===== config.mk =====
export PLATFORM = sky130hd
export DESIGN_NAME = stopwatch_core
export DESIGN_NICKNAME = d
export VERILOG_FILES = /design/src/rtl/stopwatch_pkg.sv /design/src/rtl/stopwatch_core_tick_gen.sv /design/src/rtl/stopwatch_core.sv
export SDC_FILE = /design/constraint.sdc
export NUM_CORES = 1
export LEC_CHECK = 0
export CORE_MARGIN = 3
export CORE_UTILIZATION = 35
export CTS_BUF_LIST = sky130_fd_sc_hd__clkbuf_4 sky130_fd_sc_hd__clkbuf_8
export CTS_CLUSTER_DIAMETER = 30
export DETAILED_ROUTE_END_ITERATION = 16
export PLACE_DENSITY = 0.57
export SYNTH_ARGS = -nofsm -noshare
export SYNTH_HDL_FRONTEND = slang
export SYNTH_SLANG_ARGS = --single-unit
export TNS_END_PERCENT = 100

===== constraint.sdc =====
create_clock -name clk_i -period 2.4 [get_ports clk_i]
set_input_delay 0.36 -clock clk_i [delete_from_list [all_inputs] [get_ports clk_i]]
set_output_delay 0.36 -clock clk_i [all_outputs]
set_load 0.01 [all_outputs]

===== src/rtl/stopwatch_pkg.sv =====
// -----------------------------------------------------------------------------
// stopwatch_pkg
// Shared types and helpers for the stopwatch core:
//   - sw_state_e  : IDLE / RUN / PAUSE / DONE
//   - bcd_digit_t : one packed BCD digit
//   - SEC_MAX_TENS / SEC_MAX_ONES / DIGIT_MAX : per-digit rollover limits
//   - bcd_inc / bcd_dec : single-digit step returning digit plus carry/borrow
// -----------------------------------------------------------------------------
package stopwatch_pkg;

    typedef enum logic [1:0] {
        IDLE  = 2'd0,
        RUN   = 2'd1,
        PAUSE = 2'd2,
        DONE  = 2'd3
    } sw_state_e;

    typedef logic [3:0] bcd_digit_t;

    localparam bcd_digit_t SEC_MAX_TENS = 4'd5;
    localparam bcd_digit_t SEC_MAX_ONES = 4'd9;
    localparam bcd_digit_t DIGIT_MAX    = 4'd9;

    typedef struct packed {
        logic       cy;
        bcd_digit_t d;
    } bcd_res_t;

    // Step one digit up; at (or beyond) its limit it wraps to 0 and carries.
    function automatic bcd_res_t bcd_inc(input bcd_digit_t d, input bcd_digit_t max);
        bcd_res_t r;
        if (d >= max) begin
            r.d  = '0;
            r.cy = 1'b1;
        end else begin
            r.d  = d + 4'd1;
            r.cy = 1'b0;
        end
        return r;
    endfunction

    // Step one digit down; from 0 it wraps to its limit and borrows.
    function automatic bcd_res_t bcd_dec(input bcd_digit_t d, input bcd_digit_t max);
        bcd_res_t r;
        if (d == '0) begin
            r.d  = max;
            r.cy = 1'b1;
        end else begin
            r.d  = d - 4'd1;
            r.cy = 1'b0;
        end
        return r;
    endfunction

endpackage


===== src/rtl/stopwatch_core_tick_gen.sv =====
// -----------------------------------------------------------------------------
// tick_gen
// Clock-enable strobe generator. Emits a one-cycle tick every DIV enabled
// cycles. restart_i forces the phase back to zero; while en_i is low the
// count is held so a resumed interval completes its remaining fraction.
// Ports:
//   clk_i      system clock
//   rst_i      synchronous active-high reset
//   en_i       count enable (hold when low)
//   restart_i  synchronous phase restart (overrides en_i)
//   tick_o     strobe, high in the cycle the DIV-th enabled cycle is reached
// -----------------------------------------------------------------------------
module tick_gen
    import stopwatch_pkg::*;
#(
    parameter int DIV = 10
) (
    input  logic clk_i,
    input  logic rst_i,
    input  logic en_i,
    input  logic restart_i,
    output logic tick_o
);

    localparam int             CW   = (DIV > 1) ? $clog2(DIV) : 1;
    localparam logic [CW-1:0]  LAST = CW'(DIV - 1);

    logic [CW-1:0] cnt_q;
    logic [CW-1:0] cnt_d;

    always_comb begin
        cnt_d = cnt_q;
        if (restart_i) begin
            cnt_d = '0;
        end else if (en_i) begin
            cnt_d = (cnt_q == LAST) ? '0 : cnt_q + CW'(1);
        end
    end

    always_ff @(posedge clk_i) begin
        if (rst_i) begin
            cnt_q <= '0;
        end else begin
            cnt_q <= cnt_d;
        end
    end

    assign tick_o = en_i && !restart_i && (cnt_q == LAST);

endmodule


===== src/rtl/stopwatch_core.sv =====
// -----------------------------------------------------------------------------
// stopwatch_core
// Minutes:seconds up/down timer in packed BCD with paused field adjust,
// down-count expiry and optional lap capture.
// Optional feature macro: LAP_CAPTURE_EN (lap capture registers built only
// when defined; otherwise lap_bcd_o / lap_valid_o are tied low).
// Ports:
//   clk_i, rst_i        clock, synchronous active-high reset
//   start_stop_i        pulse, toggles run/pause (starts from IDLE)
//   clear_i             pulse, back to IDLE and reload count
//   count_down_i        direction, latched on start from IDLE
//   preload_i           BCD reload value for down-count
//   adj_i, adj_sec_i    field adjust enable / select (seconds when 1)
//   lap_i               pulse, lap capture request
//   bcd_o               {minute digits..., sec_tens, sec_ones}
//   running_o           high in RUN
//   expired_o           high in DONE
//   wrap_o              one-cycle pulse on up-count rollover
//   lap_bcd_o           captured count
//   lap_valid_o         lap_bcd_o holds a capture
// -----------------------------------------------------------------------------
module stopwatch_core
    import stopwatch_pkg::*;
#(
    parameter  int CLK_HZ     = 100_000_000,
    parameter  int ADJ_DIV    = 50_000_000,
    parameter  int MIN_DIGITS = 2,
    localparam int BW         = 4 * (MIN_DIGITS + 2)
) (
    input  logic          clk_i,
    input  logic          rst_i,
    input  logic          start_stop_i,
    input  logic          clear_i,
    input  logic          count_down_i,
    input  logic [BW-1:0] preload_i,
    input  logic          adj_i,
    input  logic          adj_sec_i,
    input  logic          lap_i,
    output logic [BW-1:0] bcd_o,
    output logic          running_o,
    output logic          expired_o,
    output logic          wrap_o,
    output logic [BW-1:0] lap_bcd_o,
    output logic          lap_valid_o
);

    localparam int ND = MIN_DIGITS + 2;

    // Digit 0 is sec_ones, digit 1 sec_tens, the rest are minute digits.
    function automatic bcd_digit_t digit_max(input int i);
        return (i == 0) ? SEC_MAX_ONES : (i == 1) ? SEC_MAX_TENS : DIGIT_MAX;
    endfunction

    // Full-count increment; MSB of the result is the rollover carry.
    function automatic logic [BW:0] count_up(input logic [BW-1:0] v);
        logic [BW-1:0] r;
        logic          cy;
        bcd_res_t      s;
        r  = v;
        cy = 1'b1;
        for (int i = 0; i < ND; i++) begin
            if (cy) begin
                s            = bcd_inc(v[4*i +: 4], digit_max(i));
                r[4*i +: 4]  = s.d;
                cy           = s.cy;
            end
        end
        return {cy, r};
    endfunction

    // Full-count decrement; never called on 00:00 (that state is DONE).
    function automatic logic [BW-1:0] count_dn(input logic [BW-1:0] v);
        logic [BW-1:0] r;
        logic          bw;
        bcd_res_t      s;
        r  = v;
        bw = 1'b1;
        for (int i = 0; i < ND; i++) begin
            if (bw) begin
                s            = bcd_dec(v[4*i +: 4], digit_max(i));
                r[4*i +: 4]  = s.d;
                bw           = s.cy;
            end
        end
        return r;
    endfunction

    // Seconds +1 mod 60, carry into minutes deliberately dropped.
    function automatic logic [BW-1:0] adj_seconds(input logic [BW-1:0] v);
        logic [BW-1:0] r;
        bcd_res_t      lo;
        bcd_res_t      hi;
        r      = v;
        lo     = bcd_inc(v[3:0], SEC_MAX_ONES);
        hi     = bcd_inc(v[7:4], SEC_MAX_TENS);
        r[3:0] = lo.d;
        if (lo.cy) begin
            r[7:4] = hi.d;
        end
        return r;
    endfunction

    // Minutes +1 mod 10^MIN_DIGITS, seconds untouched.
    function automatic logic [BW-1:0] adj_minutes(input logic [BW-1:0] v);
        logic [BW-1:0] r;
        logic          cy;
        bcd_res_t      s;
        r  = v;
        cy = 1'b1;
        for (int i = 2; i < ND; i++) begin
            if (cy) begin
                s            = bcd_inc(v[4*i +: 4], DIGIT_MAX);
                r[4*i +: 4]  = s.d;
                cy           = s.cy;
            end
        end
        return r;
    endfunction

    sw_state_e     state_q, state_d;
    logic          dir_q, dir_d;
    logic [BW-1:0] bcd_q, bcd_d;
    logic          wrap_q, wrap_d;
    logic          running_q, running_d;
    logic          expired_q, expired_d;

    logic          sec_tick;
    logic          adj_tick;
    logic          sec_restart;
    logic          adj_win;
    logic          adj_restart;
    logic          run_tick;
    logic [BW:0]   up_res;
    logic [BW-1:0] dn_val;

    // The second divider runs only in RUN and restarts on clear or on a
    // fresh start from IDLE; resuming from PAUSE keeps the partial second.
    assign sec_restart = clear_i || ((state_q == IDLE) && start_stop_i);
    assign adj_win     = (state_q == IDLE) || (state_q == PAUSE);
    assign adj_restart = clear_i || !adj_win;

    tick_gen #(.DIV(CLK_HZ)) u_sec_tick (
        .clk_i     (clk_i),
        .rst_i     (rst_i),
        .en_i      (state_q == RUN),
        .restart_i (sec_restart),
        .tick_o    (sec_tick)
    );

    tick_gen #(.DIV(ADJ_DIV)) u_adj_tick (
        .clk_i     (clk_i),
        .rst_i     (rst_i),
        .en_i      (1'b1),
        .restart_i (adj_restart),
        .tick_o    (adj_tick)
    );

    // A tick coinciding with start_stop (or clear) loses to it.
    assign run_tick = (state_q == RUN) && !start_stop_i && sec_tick;
    assign up_res   = count_up(bcd_q);
    assign dn_val   = count_dn(bcd_q);

    always_ff @(posedge clk_i) begin
        if (rst_i) begin
            state_q <= IDLE;
        end else begin
            state_q <= state_d;
        end
    end

    always_comb begin
        state_d = state_q;
        if (clear_i) begin
            state_d = IDLE;
        end else begin
            case (state_q)
                IDLE: begin
                    if (start_stop_i) begin
                        state_d = (count_down_i && (bcd_q == '0)) ? DONE : RUN;
                    end
                end
                RUN: begin
                    if (start_stop_i) begin
                        state_d = PAUSE;
                    end else if (run_tick && dir_q && (dn_val == '0)) begin
                        state_d = DONE;
                    end
                end
                PAUSE: begin
                    if (start_stop_i) begin
                        state_d = RUN;
                    end
                end
                DONE:    state_d = DONE;
                default: state_d = IDLE;
            endcase
        end
    end

    always_comb begin
        bcd_d  = bcd_q;
        wrap_d = 1'b0;
        dir_d  = dir_q;
        if (clear_i) begin
            bcd_d = count_down_i ? preload_i : '0;
        end else if ((state_q == IDLE) && start_stop_i) begin
            dir_d = count_down_i;
        end else if (run_tick) begin
            if (dir_q) begin
                bcd_d = dn_val;
            end else begin
                bcd_d  = up_res[BW-1:0];
                wrap_d = up_res[BW];
            end
        end else if (adj_win && adj_i && adj_tick && !start_stop_i) begin
            bcd_d = adj_sec_i ? adj_seconds(bcd_q) : adj_minutes(bcd_q);
        end
        running_d = (state_d == RUN);
        expired_d = (state_d == DONE);
    end

    always_ff @(posedge clk_i) begin
        if (rst_i) begin
            dir_q     <= 1'b0;
            bcd_q     <= '0;
            wrap_q    <= 1'b0;
            running_q <= 1'b0;
            expired_q <= 1'b0;
        end else begin
            dir_q     <= dir_d;
            bcd_q     <= bcd_d;
            wrap_q    <= wrap_d;
            running_q <= running_d;
            expired_q <= expired_d;
        end
    end

    assign bcd_o     = bcd_q;
    assign running_o = running_q;
    assign expired_o = expired_q;
    assign wrap_o    = wrap_q;

`ifdef LAP_CAPTURE_EN
    logic [BW-1:0] lap_bcd_q;
    logic          lap_valid_q;

    // Captures the pre-tick count; the tick of the same cycle still applies.
    always_ff @(posedge clk_i) begin
        if (rst_i) begin
            lap_bcd_q   <= '0;
            lap_valid_q <= 1'b0;
        end else if (clear_i) begin
            lap_valid_q <= 1'b0;
        end else if ((state_q == RUN) && !start_stop_i && lap_i) begin
            lap_bcd_q   <= bcd_q;
            lap_valid_q <= 1'b1;
        end
    end

    assign lap_bcd_o   = lap_bcd_q;
    assign lap_valid_o = lap_valid_q;
`else
    assign lap_bcd_o   = '0;
    assign lap_valid_o = 1'b0 & lap_i;
`endif

endmodule


Word level (Yosys, flattened, before mapping)
Index checks and enable logic that the tools add are counted.

Flip-flop bits (word level): 75. Logic and storage cells: 121.

$add $sub $neg: 10. $lt $le $gt $ge: 4. Equality and inequality tests: 12. Mux-type cells: 43. Bitwise operators: 3. Reductions and logical operators: 38.

Operator list (number): 2-to-1 mux 16 bit (7); 2-to-1 mux 5 bit (11); 2-to-1 mux 4 bit (9); logical NOT 16 bit (2); adder 27 x 1 -> 27 bit (second input constant) (1); == test 27 bit (second input constant) (1); 2-to-1 mux 27 bit (1); adder 26 x 1 -> 26 bit (second input constant) (1); == test 26 bit (second input constant) (1); adder 4 x 1 -> 4 bit (second input constant) (4); logical NOT 4 bit (4); subtractor 4 x 1 -> 4 bit (second input constant) (4); >= comparator 4 bit (second input constant) (3); logical AND 1 bit (12); 2-to-1 mux 2 bit (6); inequality test 4 x 3 -> 1 bit (second input constant) (3); nonzero test 3 bit (4); AND reduction 5 bit (2); 2-to-1 mux 1 bit (8); one-hot mux 2 bit (4 select lines) (1); == test 2 bit (second input constant) (3); OR reduction 6 bit (1); == test 2 x 1 -> 1 bit (second input constant) (2); >= comparator 4 x 3 -> 1 bit (second input constant) (1); 11 further kinds (18).

Logic depth before layout (Yosys ltp)
Gate-level depths: netlist (run 1).

Word-level depth: 18. Gate-level depth with buffers: 9. Depth with buffers taken out: 8.

Hierarchy
Synthesis (run 1) repeated with hierarchy kept, for this count alone.

Cells, all modules: 610. Area total of the unflattened synthesis: 4922.2 um2.

By module, submodules not included: stopwatch_core (instances 1, cells an instance 305, area an instance 2244.7 um2, seq. area each 440.4 um2); tick_gen at u_sec_tick (instances 1, cells an instance 159, area an instance 1401.3 um2, seq. area each 540.5 um2); tick_gen at u_adj_tick (instances 1, cells an instance 146, area an instance 1276.2 um2, seq. area each 520.5 um2).

Least setup slack after synthesis (run 1)
OpenSTA, ideal clock, no wires.

Path kind: reg2reg. Start: register bcd_q[0], in the netlist bcd_o[0]. End: register running_q, in the netlist running_o. Library setup time: 115 ps. Data arrival time: 2280 ps. Required time: 2285 ps. Setup slack: 5 ps. Stages on the path, launching flop included: 10. Path buffers: 1. Clock period less this slack: 2395 ps. Cell sequence: dfxtp_1 > inv_1 > ha_1 > and4bb_2 > buf_2 > nand3_1 > or4b_2 > a21oi_1 > inv_1 > o21a_1.

Longest elaborated chain between the ends: 12. Elaborated cells on any way between the ends: 19. Those cells by class: add/sub: 1; eq/ne: 1; mux: 12; reduce/logical: 5.

RTL lines: start: declaration (RTL line stopwatch_core.sv:122) `logic [BW-1:0] bcd_q, bcd_d;`; start signal: assignment (RTL line stopwatch_core.sv:225) `bcd_q <= '0;`; start signal: assignment (RTL line stopwatch_core.sv:231) `bcd_q <= bcd_d;`; logical NOT 4 bit (RTL line stopwatch_pkg.sv:45) `if (d == '0) begin`; 2-to-1 mux 5 bit (RTL line stopwatch_pkg.sv:45); 2-to-1 mux 1 bit (2 in a row) (RTL line stopwatch_core.sv:79) `if (bw) begin`; 2-to-1 mux 4 bit (RTL line stopwatch_core.sv:79); logical NOT 16 bit (RTL line stopwatch_core.sv:185) `end else if (run_tick && dir_q && (dn_val == '0)) begin`; logical AND 1 bit (RTL line stopwatch_core.sv:185); 2-to-1 mux 2 bit (RTL line stopwatch_core.sv:185); 2-to-1 mux 2 bit (RTL line stopwatch_core.sv:183) `if (start_stop_i) begin`; one-hot mux 2 bit (4 select lines) * (RTL line stopwatch_core.sv:176) `case (state_q)`; 2-to-1 mux 2 bit * (RTL line stopwatch_core.sv:173) `if (clear_i) begin`; == test 2 x 1 -> 1 bit * (RTL line stopwatch_core.sv:218) `running_d = (state_d == RUN);`; end signal: assignment (RTL line stopwatch_core.sv:233) `running_q <= running_d;`; end: declaration (RTL line stopwatch_core.sv:124) `logic running_q, running_d;`.

Every way passes the cells marked *; elsewhere a longest branch is shown, timed or not. A chain may end at the register's enable or synchronous reset.

Worst setup path after layout (run 1)
Start: register u_adj_tick.cnt_q[0]. End: register bcd_q[6], in the netlist bcd_o[6].

Longest elaborated chain between the ends: 6.

RTL lines: start: declaration (RTL line stopwatch_core_tick_gen.sv:28) `logic [CW-1:0] cnt_q;`; start signal: assignment (RTL line stopwatch_core_tick_gen.sv:44) `cnt_q <= cnt_d;`; == test 26 bit (RTL line stopwatch_core_tick_gen.sv:48) `assign tick_o = en_i && !restart_i && (cnt_q == LAST);`; logical AND 1 bit (RTL line stopwatch_core_tick_gen.sv:48); logical AND 1 bit (2 in a row) (RTL line stopwatch_core.sv:215) `end else if (adj_win && adj_i && adj_tick && !start_stop_i) begin`; nonzero test 3 bit (no source line); AND reduction 5 bit (no source line).

Every way passes these cells.

==> out/qor.txt, run 1 <==
Outcome: completed
Finished Layout Cells: 846
Max Cap Viol: 0
Most Frequent Cell on Critical Path: or4_4
Most frequent cell after synthesis: nor2_1
Met2 Routed Length: 5650 microns
Vias in the first global route: 4249
YS warnings: 0
Fin area: 5870 sq um
Yosys reg bits: 75
Total CTS buffers: 9
DRC violations left: 0
Synth top cells by count: nor2_1 (86), dfxtp_1 (75), nand2_1 (44)
Clk_lat worst skew: 0.35 ns
Worst setup EP type: flip-flop
Width of the chip: 121 microns
Area grow syn2layout: 27.8%
Crit share post-route: 0.988
Crit path kind: reg2reg
Req. time, crit path: 2.64 ns
Area occupied by multi-input gates: 2960 sq um
Largest net degree at the start of global routing: 27
Grt total ovfl: 0
# diodes: 0
Fillers: 1265
Synth area leaders: dfxtp_1 (33%), nor2_1 (7.0%), xor2_1 (5.9%)
Vias per inst: 5.14
Fin. max-slew vios: 0
Wire per inst: 14.3 microns
FMAX: 0.422 GHz
CTS tree: done
Max Clock Skew: 0.00798 ns
Peak supply drop: 0.318 mV
Initial antenna violation count: 0
Layout cells sized above 1: 0.187
Drt first pass iters: 5
PortBufs: 41
Met3 wire length: 459 microns
Core ar.: 12700 sq um
Max layer used: met4
Critical Path Fanout Max: 8
Critical path startpoint category: flip-flop
Max incr delay on CP: 0.56 ns
Total area of sequential cells: 1510 sq um
Initial cell density of the core: 0.361
Post-synth top area share: 0.327
Final nets: 709
Count of final hold-check violations: 0
Placed Cells: 828
CTS Buffer Depth: 2
Root Buffer: clkbuf_8
DRT iter0 DRCs: 307
Worst slew pin tran: 0.592 ns
Rel. slew slack: 0.595
Tot Pwr: 0.00278 W
Area leader, netlist: dfxtp_1
Cts hold-fix bufs: 0
H-tree levels: 3
Hold Worst Slack: 0.510 ns
Post-Route WL: 12100 microns
Post-Syn Area: 4590 sq um
Total GRT Usage: 0.167
Post-synth ARST share: 0
# setup viols final: 0
First-pass GRT wire length: 20000 microns
Post-synth EDFFs: 0
Syn_area_per_cell: 7.96 sq um
Final min period: 2.37 ns
R2r setup slk: 0.03 ns
Die area: 14500 sq um
Mapped Cells: 577
Wire length on met1: 5650 microns
DRT antenna net count: 0
Placer Congestion: 0.879
Worst Hold Class: reg2reg
Clk slew on worst S/H paths: 0.08 ns
Crit-path slowest cell: or4_4
Cell Area, Placed: 5520 sq um
CTS sink cnt: 75
IO Pins: 60
Crit path DAT: 2.61 ns
Sum Neg Setup Slack: 0 ns
Die Span Y: 121 microns
HPWL Detailed: 9190 microns
Unrepaired setup endpoints after global routing: true
Register area share after synthesis: 0.327
Static leakage: 2.12 nW
Post-synth cell types: 66
Via count: 4345
Top FF cell, synth: dfxtp_1
PwrDens: 473 nW/um^2
Num rows: 41
CP Cell Sequence: ha_4 -> nand4_1 -> or4_4 -> or4_4 -> a22oi_4 -> a21bo_1 -> a21oi_2
-- per-layer routing --
metal / vias up / global-route usage
met2: 96 / 0.284
li1: 2198 / -
met4: 0 / 0.0637
met1: 2029 / 0.208
met5: - / 0
met3: 22 / 0.0346
-- metrics by stage --
step / worst slack, ns / utilization
6_report: 0.0296 / 0.461
2_1_floorplan: 0.00501 / -
3_3_place_gp: -0.0943 / 0.434
3_5_place_dp: -0.177 / 0.434
4_1_cts: 0.0107 / 0.450
5_1_grt: -0.0710 / 0.461
-- cell type report --
cell class,count,area share
Clock buffer,11,0.0237
Tap cell,172,0.0367
Multi-Input combinational cell,455,0.504
Inverter,24,0.0154
Sequential cell,75,0.257
Timing Repair Buffer,105,0.155
Clock inverter,4,0.00896
-- registers in the layout, summed over array words and instances, names as in the netlist --
| register | count |
|---|---|
| wrap_o | 1 |
| bcd_o | 16 |
| expired_o | 1 |
| u_sec_tick.cnt_q | 27 |
| dir_q | 1 |
| state_q | 2 |
| u_adj_tick.cnt_q | 26 |
| running_o | 1 |
-- power by group --
group / switching [W] / internal (W) / total, W / leakage [nW]
clock network: 0.000470 / 0.000500 / 0.000970 / 0.100
registers: 0.0000204 / 0.00126 / 0.00128 / 0.609
logic: 0.000280 / 0.000243 / 0.000524 / 1.41
total: 0.000771 / 0.00201 / 0.00278 / 2.12
-- repair_timing --
| item | 4_1_cts | 5_1_grt |
|---|---|---|
| resized for setup | 4 | 28 |
| endpoints found under the setup margin | 5 | 19 |
| setup buffers | 0 | 3 |
| pin swaps | 2 | 11 |
-- kinds of logic (layout without fill, tap and decap cells) --
kind of cell / count (synthesis) / in the layout / share of synthesized area
compound gates: 110 / 110 / 0.159
flops: 75 / 75 / 0.327
mux: 4 / 4 / 0.00872
buf+inv: 63 / 144 / 0.0692
xor+xnor: 49 / 49 / 0.0935
simple gates: 260 / 260 / 0.301
fa+ha+maj: 15 / 15 / 0.0409
other cells: 1 / 17 / 0.000817
-- worst max-delay path, delay by kind of cell, from the launching register on --
family                   cells  cell delay, ns
flip-flops                   1            0.36
AO/OA/AOI/OAI                3            0.53
adder cells (fa/ha/maj)      1            0.14
AND/OR/NAND/NOR              3            1.23
-- final timing paths --
check | cells past startpoint | endpoint | startpoint
worst max-delay path | 7 | bcd_o[6]$_SDFFE_PP0P_ | u_adj_tick.cnt_q[0]$_SDFF_PP0_
worst min-delay path | 2 | u_adj_tick.cnt_q[14]$_SDFF_PP0_ | u_adj_tick.cnt_q[14]$_SDFF_PP0_
worst max register to register | 7 | bcd_o[6]$_SDFFE_PP0P_ | u_adj_tick.cnt_q[0]$_SDFF_PP0_
worst min register to register | 2 | u_adj_tick.cnt_q[14]$_SDFF_PP0_ | u_adj_tick.cnt_q[14]$_SDFF_PP0_
-- layout by cell type, fill, tap and decap left out, drive strengths merged, types with 6 or more instances in the layout --
master          n
nor2           86
dfxtp          75
buf            64
nand2          44
clkdlybuf4s50  41
a21oi          35
o21ai          32
xor2           31
inv            24
nand3          22
nand4          20
xnor2          18
conb           17
nor3           17
ha             15
clkbuf         11
or3             9
a31oi           9
nor4            9
or4             8
a311oi          7
and4            6
nand2b          6
Note: power is estimated with default switching activity, not from simulation.
==> run 2: changes to the inputs <==
--- a/config.mk
+++ b/config.mk
@@ -5,12 +5,11 @@
 export SDC_FILE = /design/constraint.sdc
 export NUM_CORES = 1
 export LEC_CHECK = 0
-export CORE_MARGIN = 3
 export CORE_UTILIZATION = 35
 export CTS_BUF_LIST = sky130_fd_sc_hd__clkbuf_4 sky130_fd_sc_hd__clkbuf_8
 export CTS_CLUSTER_DIAMETER = 30
 export DETAILED_ROUTE_END_ITERATION = 16
-export PLACE_DENSITY = 0.57
+export SLEW_MARGIN = 10
 export SYNTH_ARGS = -nofsm -noshare
 export SYNTH_HDL_FRONTEND = slang
 export SYNTH_SLANG_ARGS = --single-unit
==> run 2 against run 1 <==
Via count up 0.37%. Design area down 0.43%. Maximum frequency up 0.11%. Power down 2.0%. Largest cell class unchanged. Largest power group unchanged. Highest routed layer unchanged.
==> out/qor.txt, run 2 (synthesized netlist as in run 1, its figures left out) <==
Outcome: completed
Critical Path Fanout Max: 7 (-1)
Final nets: 710 (+0.14%)
Total CTS buffers: 9 (unchanged)
Vias per inst: 5.14 (+0.13%)
Unrepaired setup endpoints after global routing: true
Layout cells sized above 1: 0.192 (+0.00536)
Rel. slew slack: 0.627 (+0.0320)
Die Span Y: 117 microns (-3.3%)
Critical path startpoint category: flip-flop
Fillers: 1300 (+2.8%)
Die area: 13600 sq um (-6.5%)
Clk slew on worst S/H paths: 0.08 ns (about the same)
DRT iter0 DRCs: 210 (-32%)
Crit path DAT: 2.62 ns (about the same)
Via count: 4361 (+0.37%)
Most common cell after layout, fill and taps aside: nor2_1
Max Cap Viol: 0 (unchanged)
Largest net degree at the start of global routing: 27 (unchanged)
Commonest non-fill, non-tap cells in the layout: nor2_1 (86), dfxtp_1 (69), buf_4 (64)
Num rows: 41 (unchanged)
Post-Route WL: 12100 microns (+0.50%)
Sum Neg Setup Slack: 0 ns (unchanged)
Util after Layout: 0.459 (-0.00197)
Fin. max-slew vios: 0 (unchanged)
Initial cell density of the core: 0.361 (unchanged)
Area grow syn2layout: 27.3%
Cell Area, Placed: 5520 sq um (unchanged)
Total GRT Usage: 0.188 (+0.0206)
R2r setup slk: 0.03 ns (about the same)
Worst Hold Class: reg2reg
FMAX: 0.422 GHz (+0.11%)
Root Buffer: clkbuf_8
Crit share post-route: 0.987 (-0.00105)
CTS tree: done
Crit path kind: reg2reg
Initial antenna violation count: 0 (unchanged)
Fin area: 5840 sq um (-0.43%)
Max FFs per register: 27 (unchanged)
Static leakage: 2.11 nW (-0.51%)
First-pass GRT wire length: 19900 microns (-0.93%)
CTS sink cnt: 75 (unchanged)
DRT antenna net count: 0 (unchanged)
Placer Congestion: 0.891 (+1.3%)
CTS Buffer Depth: 2 (unchanged)
Worst setup EP type: flip-flop
PortBufs: 41 (unchanged)
H-tree levels: 3 (unchanged)
PwrDens: 466 nW/um^2 (-1.6%)
Peak supply drop: 0.349 mV (+9.9%)
Reg with most FFs: u_sec_tick.cnt_q
DRC violations left: 0 (unchanged)
Final min period: 2.37 ns (-0.00253 ns)
Core ar.: 12700 sq um (unchanged)
Drt first pass iters: 4 (-1)
# diodes: 0 (unchanged)
Clk_lat worst skew: 0.37 ns (+0.02 ns)
Width of the chip: 117 microns (-3.3%)
# setup viols final: 0 (unchanged)
IO Pins: 60 (unchanged)
Tot Pwr: 0.00272 W (-2.0%)
HPWL Detailed: 9100 microns (-1.0%)
Count of final hold-check violations: 0 (unchanged)
Cts hold-fix bufs: 0 (unchanged)
Wire per inst: 14.3 microns (+0.26%)
Worst slew pin tran: 0.555 ns (-0.0370 ns)
Max Clock Skew: 0.0114 ns (+0.00345 ns)
Grt total ovfl: 0 (unchanged)
Vias in the first global route: 4159 (-2.1%)
Req. time, crit path: 2.65 ns (about the same)
[run 2: power breakdown]
part | leakage [nW] | switching [W] | internal (W)
registers | 0.610 | 0.0000216 | 0.00126
logic | 1.40 | 0.000276 | 0.000241
clock network | 0.0929 | 0.000501 | 0.000418
total | 2.11 | 0.000798 | 0.00192
[run 2: timing repair]
action,CTS,global route
resized for setup,3,26
pin swaps,1,11
endpoints found under the setup margin,5,18
buffers inserted,0,4
[run 2: layer usage]
layer / up-vias / global-route usage / part of all wire
met3: 21 / 0.0472 / 0.044
met5: - / 0 / 0
li1: 2199 / - / -
met4: 0 / 0.0658 / 0.021
met1: 2045 / 0.234 / 0.46
met2: 96 / 0.314 / 0.47
[run 2: path summary, 6_finish.rpt]
path                                  startpoint                        endpoint  cells past startpoint
hold / removal    u_adj_tick.cnt_q[0]$_SDFF_PP0_  u_adj_tick.cnt_q[0]$_SDFF_PP0_                      2
setup reg to reg           bcd_o[3]$_SDFFE_PP0P_            running_o$_SDFF_PP0_                      6
hold reg to reg   u_adj_tick.cnt_q[0]$_SDFF_PP0_  u_adj_tick.cnt_q[0]$_SDFF_PP0_                      2
setup / recovery           bcd_o[3]$_SDFFE_PP0P_            running_o$_SDFF_PP0_                      6
[run 2: layout make-up]
class                      count  area [sq um]  share of cell area
multi-input combinational    455          2930               0.502
sequential                    75          1510               0.258
timing repair buffer         106           911               0.156
tap                          172           215              0.0368
clock buffer                  11           145              0.0248
inverter                      24          90.1              0.0154
clock inverter                 5          38.8             0.00664
[run 2: critical path: stages (launching register included)]
cell and delay [ns]:
dfxtp_1 0.39, or4_1 0.55, or4_1 0.42, nor4_1 0.32, o2111a_1 0.24, a21oi_1 0.11
o21a_1 0.21
[run 2: through the flow]
| step | worst slack (ns) | hold slack, ns | instances |
|---|---|---|---|
| after CTS | 0.0112 | 0.510 | 844 |
| after detailed placement | -0.146 | 0.496 | 828 |
| final | 0.0322 | 0.499 | 848 |
| after global placement | -0.0909 | 0.482 | 828 |
| after global routing | -0.00304 | 0.511 | 848 |
| after floorplan | 0.00501 | 0.418 | 593 |
